$ cat src/rtl/uart_tx_fifo.sv
// Byte FIFO in front of the UART transmitter: producers push bytes, a small FSM
// hands the head byte to the transmitter through the uart_tx_en / uart_tx_ack handshake.
module uart_tx_fifo #(
  parameter int DEPTH_LOG2 = 4
) (
  input  logic                  clk,
  input  logic                  rst,
  input  logic                  wr_en,
  input  logic [7:0]            wr_data,
  input  logic                  flush,
  output logic                  full,
  output logic                  empty,
  output logic [DEPTH_LOG2:0]   count,
  output logic                  wr_drop,
  output logic [7:0]            uart_tx_data,
  output logic                  uart_tx_en,
  input  logic                  uart_tx_ack
);

  localparam int DEPTH = 1 << DEPTH_LOG2;
  localparam logic [DEPTH_LOG2:0] DEPTH_CNT = (DEPTH_LOG2+1)'(DEPTH);

  typedef enum logic [1:0] {IDLE, REQ, BUSY} state_t;

  logic [7:0]            mem [DEPTH];
  logic [DEPTH_LOG2-1:0] wr_ptr, rd_ptr;
  logic                  ack_q, ack_rise;
  logic                  push, pop;
  state_t                state, state_nxt;

  assign full     = (count == DEPTH_CNT);
  assign empty    = (count == '0);
  assign ack_rise = uart_tx_ack && !ack_q;

  // A pop is only honoured while the FSM is offering a byte; the ack edge that
  // follows a flush arrives in BUSY and is ignored, so count cannot underflow.
  assign push = wr_en && !full && !flush;
  assign pop  = (state == REQ) && ack_rise && !flush;

  assign uart_tx_data = mem[rd_ptr];

  always_ff @(posedge clk) begin
    if (push) mem[wr_ptr] <= wr_data;
  end

  always_ff @(posedge clk or posedge rst) begin
    if (rst) begin
      wr_ptr  <= '0;
      rd_ptr  <= '0;
      count   <= '0;
      wr_drop <= 1'b0;
      ack_q   <= 1'b0;
    end else begin
      ack_q   <= uart_tx_ack;
      wr_drop <= wr_en && full && !flush;
      if (flush) begin
        wr_ptr <= '0;
        rd_ptr <= '0;
        count  <= '0;
      end else begin
        if (push) wr_ptr <= wr_ptr + 1'b1;
        if (pop)  rd_ptr <= rd_ptr + 1'b1;
        case ({push, pop})
          2'b10:   count <= count + 1'b1;
          2'b01:   count <= count - 1'b1;
          default: count <= count;
        endcase
      end
    end
  end

  always_ff @(posedge clk or posedge rst) begin
    if (rst) state <= IDLE;
    else     state <= state_nxt;
  end

  always_comb begin
    state_nxt = state;
    case (state)
      IDLE: if (!flush && !empty && !uart_tx_ack) state_nxt = REQ;
      // A flush while offering a byte still parks in BUSY: the transmitter may
      // have latched on this same edge and must be allowed to finish.
      REQ:  if (flush || ack_rise) state_nxt = BUSY;
      BUSY: if (!flush && !uart_tx_ack) state_nxt = IDLE;
      default: state_nxt = IDLE;
    endcase
  end

  always_comb begin
    uart_tx_en = (state == REQ);
  end

endmodule

$ cat config.mk
export PLATFORM = sky130hd
export DESIGN_NAME = uart_tx_fifo
export DESIGN_NICKNAME = d
export VERILOG_FILES = /design/src/rtl/uart_tx_fifo.sv
export SDC_FILE = /design/constraint.sdc
export NUM_CORES = 1
export LEC_CHECK = 0
export CORE_MARGIN = 4
export CORE_UTILIZATION = 49
export CTS_BUF_LIST = sky130_fd_sc_hd__clkbuf_4 sky130_fd_sc_hd__clkbuf_8
export CTS_CLUSTER_DIAMETER = 120
export DETAILED_ROUTE_END_ITERATION = 8
export DONT_BUFFER_PORTS = 1
export GPL_ROUTABILITY_DRIVEN = 0
export GPL_TIMING_DRIVEN = 0
export PLACE_DENSITY = 0.61
export SYNTH_ARGS = -nofsm -noshare
export SYNTH_HDL_FRONTEND = slang
export SYNTH_SLANG_ARGS = --single-unit
$ cat constraint.sdc
create_clock -name clk -period 3.6 [get_ports clk]
set_clock_uncertainty 0.1 [all_clocks]
set_input_delay 1.08 -clock clk [delete_from_list [all_inputs] [get_ports clk]]
set_output_delay 1.08 -clock clk [all_outputs]
set_load 0.02 [all_outputs]
# After elaboration in Yosys (flattened, before gate mapping)
# Memory sizes are Yosys's and may differ from the RTL's.
# Index checks and enable logic that the tools add are counted.
# op_classes
n_eq_ne,8
multipliers,0
muxes,12
order_cmp,0
bitwise_logic,0
addsub,4
n_reduce_logical,22
div,0
shift,0
# op_table
operator,count
2-to-1 mux 4 bit,4
logical AND 1 bit,10
case mux 5 bit (2 select lines),1
adder 4 x 1 -> 4 bit (second input constant),2
2-to-1 mux 2 bit,3
case mux 2 bit (3 select lines),1
adder 5 x 1 -> 5 bit (second input constant),1
== test 5 bit (second input constant),1
logical NOT 1 bit,5
logical NOT 5 bit,1
2-to-1 mux 5 bit,1
subtractor 5 x 1 -> 5 bit (second input constant),1
== test 2 x 1 -> 1 bit (second input constant),2
== test 2 bit (second input constant),2
inequality test 2 bit (second input constant),2
nonzero test 2 bit,2
AND reduction 3 bit,1
nonzero test 3 bit,1
logical NOT 2 bit,1
2-to-1 mux 1 bit,2
inequality test 2 x 1 -> 1 bit (second input constant),1
logical OR 1 bit,1
# word_totals
input_bits,13
ram_bits,128
romBits,0
n_memories,1
wordCells,53
latchBits,0
register_bits,17
out_inout_bits,17
# mem_list
memory,words,width,rd,rd_ports_with_merged_regs,write_ports,line_no,source
mem,16,8,1,0,1,25,logic [7:0] mem [DEPTH];

# Longest topological paths before layout
# depth
word_depth,7
mapped_depth,10
depth_no_buf,9

# Least setup slack after synthesis
# OpenSTA, ideal clock, no wires.
# synth_path
kind,input port to flip-flop
from,input wr_en
to,register count[4]
path_stages,9
setup_time_ps,125
slack_ps,546
t_required_ps,3375
t_arrival_ps,2829
path_buffers,0
cell_sequence,inv_1 > a21oi_2 > nor3_1 > xor2_1 > ha_1 > o31a_1 > or3_1 > a2bb2oi_1 > mux2_2
# synth_via
elab_chain_len,5
word_cells_on_any_way,7
cone_classes,2 x eq/ne; 2 x mux; 3 x reduce/logical
# synth_lines
element,line_no,source
from (decl),8,"input logic wr_en,"
logical AND 1 bit (*) (2 in a row),37,assign push = wr_en && !full && !flush;
== test 2 x 1 -> 1 bit or == test 2 bit (tied branches),63,"case ({push, pop})"
case mux 5 bit (2 select lines),63,
2-to-1 mux 5 bit,56,if (flush) begin
to (signal assigned),64,2'b10: count <= count + 1'b1;
to (signal assigned),65,2'b01: count <= count - 1'b1;
to (signal assigned),66,default: count <= count;
to (decl),13,"output logic [DEPTH_LOG2:0] count,"
# Mark *: on every way between the ends. The rest lies on a longest branch, timed or not.
# A chain may end at the register's enable or synchronous reset.

# Worst setup path in the final report
# layout_path
from,register rd_ptr[0]
to,output uart_tx_data[5]
# layout_via
elab_chain_len,1
# layout_lines
element,line_no,source
from (decl),26,"logic [DEPTH_LOG2-1:0] wr_ptr, rd_ptr;"
from (signal assigned),62,if (pop) rd_ptr <= rd_ptr + 1'b1;
memory (16 x 8 bit),--,
to (decl),15,"output logic [7:0] uart_tx_data,"
# Every way passes these cells.

==> impl_results.md <==
- Design area: 6690 µm²
- Mapped Area: 6100 µm²
- Total leakage power: roughly 2.2 nW
- Routed via count: 2,918
- Max Buffers Root-to-Sink: 2
- P per Cell Area: 482 nW/µm²
- H-tree depth: 4
- Crit. End Element: primary output
- Post-Place Cell Area: 6330 µm²
- Fin crit share: between 90% and 100%
- CP Data Arrival Time: between 2000 and 2500 ps
- Max-Slew Margin vs Limit: 45.0%
- Final wirelength: 11,200 µm
- Simple-gate portion of the synthesized area: roughly 5%
- WL/cell: 21.8 µm
- RSZ-0062 raised after global routing: yes
- DPL Wire Length: 7720 µm
- Commonest cells after routing, fill and taps aside: 128 x edfxtp_1, 29 x mux4_1, 26 x nor2_1
- Final Util: 55.2%
- Setup-failing EPs final: 0
- Yosys cell types: 43
- Area of the die: 14,300 µm²
- Final hold violations: 0
- First-pass GRT wire length: around 18,000 µm
- Req. time, crit path: 2420 ps
- Starting DRT DRC Count: 282
- Detail Route Antenna Nets: 0
- Worst min-delay path class: reg2reg
- Die Ht: around 120 µm
- Syn. warnings: 0
- CP max FO: 10
- Type of the worst setup path: reg2out
- DRC Markers: 0
- Via-to-Cell Ratio: 5.69
- Initial Util: a little over 50%
- Reg clk slew, reported paths: 70 ps
- CTS Buf Count: 17
- Synth Area in XOR/XNOR: 1.15%
- Top cell type's share of synthesized area: a little over three fifths
- Max Cap Viol: 0
- Post-Syn Area per Cell: 19.6 µm²
- Max VDD drop: 317 µV
- Post-synthesis compound-gate area fraction: 2.56%
- Sink Count: 145
- Outcome: complete, no violations
- Fin. max-slew vios: 0
- Core footprint: 12,100 µm²
- Adder-cell share of the synthesized area: under 10%
- Combinational family with the most area after synthesis: multiplexers
- Peak Freq: approximately 280 MHz
- Port Buffers: 0
- GRT Resource Usage Total: 17.0%
- Synth Net Count: 332
- Final Total Pwr: 3.23 mW
- CTS root buf: clkbuf_8
- Nets: 355
- Diode count: 0
- Vias in the first global route: 2,940
- Commonest non-fill, non-tap cell in the layout: edfxtp_1
- Post-synthesis mux area share: 17.7%
- Initial antenna violation count: 0
- Pin count of the biggest net entering global routing: 18
- Syn Inst Count: approximately 310
- Cell Rows: 40
- Number of synthesized register bits: 145
- Synth area leader: edfxtp_1
- Dominant synthesized flop cell: edfxtp_1
- Total gr overflow: 0
- Layout cells sized above 1: 18.0%
- Post-synth EDFFs: 128
- CTS tree: done
- Sequential element share of the synthesized area: between 60 and 70%
- # IOs: 30
- Synthesis-to-layout area growth: 9.62%
- Setup TNS: 0 ps
- Die W: 120 µm
- Crit path time final: 3550 ps
- Startpoint types: register
- Asr flop ratio synth: 11.7%
- Clock latency on the worst-skew pair: 430 ps
- Drt pass-1 iters: 4
- Worst-margin pin slew: between 800 and 900 ps
- Synth top area cells: edfxtp_1 63%, mux4_1 13%, dfrtp_1 7.0%
kinds of logic after synthesis:
group / Yosys count
DFF: 145
and+or+nand+nor: 60
muxes: 46
buffers and inverters: 26
AOI/OAI and AO/OA: 20
xor gates and xnor gates: 8
adders and majority gates: 7
cell usage after synthesis (all sizes together) (2+ instances only):
master,count
mux2,3
mux4,40
buf,7
nor2,26
inv,8
nand2b,5
nor4,2
edfxtp,128
clkbuf,11
xor2,4
nand2,9
a21oi,3
xnor2,4
a2bb2oi,3
a211oi,3
nor3,6
ha,7
or3,2
a311oi,2
dfrtp,17
nor2b,3
mux2i,3
final timing paths:
kind | startpoint | to | slack, ps | depth (start not counted)
max | rd_ptr[0] | uart_tx_data[5] | 50 | 4
min reg2reg | state[1] | state[0] | 430 | 1
max in group asynchronous | rst | count[3] | 2420 | 1
min in group asynchronous | rst | wr_drop | 540 | 1
min | state[1] | state[0] | 430 | 1
max reg2reg | count[1] | count[4] | 570 | 10
power by group:
group          internal (mW)  switching [mW]  leakage (nW)  total [mW]
clock network          0.616           0.551         0.189        1.17
registers               1.86          0.0281          1.38        1.88
logic                 0.0768          0.0986         0.669       0.175
total                   2.55           0.678          2.24        3.23
metal layers:
metal	vias to the layer above	global-route usage, %	share of wire, %
met5	-	0	0
met4	0	6.01	1.3
met3	12	4.81	3.8
met2	56	23.7	45
met1	1532	25.8	50
li1	1318	-	-
worst max-delay path: stages (launching register included):
cell and delay, ps:
dfrtp_1 370, buf_6 160, buf_8 170, mux4_1 640, mux4_2 590
sequential cells by signal (all words and copies together) (netlist names):
register,cells
wr_drop,1
mem,128
count,5
wr_ptr,4
ack_q,1
rd_ptr,4
state,2
layout make-up:
cell class / count / area [µm²]
Clock buffer: 20 / 256
Clock inverter: 9 / 93.8
Multi-Input combinational cell: 141 / 1690
Tap cell: 168 / 210
Inverter: 8 / 30.0
Timing Repair Buffer: 4 / 20.0
Buffer: 18 / 115
Fill cell: 979 / 5420
Sequential cell: 145 / 4270
per-stage QoR:
step | hold slack [ps] | worst slack, ps | std cells
finish | 429 | 53.9 | 513
global route | 464 | -16.6 | 513
CTS | 439 | 19.8 | 513
detailed placement | 426 | 166 | 484
global placement | 410 | 114 | 480
floorplan | 385 | 546 | 312
timing repair:
action                     4_1_cts  5_1_grt
gates cloned                     0        0
hold buffers                     0        0
setup endpoints to repair        8        4
resized for setup                6        1
buffers inserted                 0        0
No activity file was read; power rests on OpenSTA's default activity.
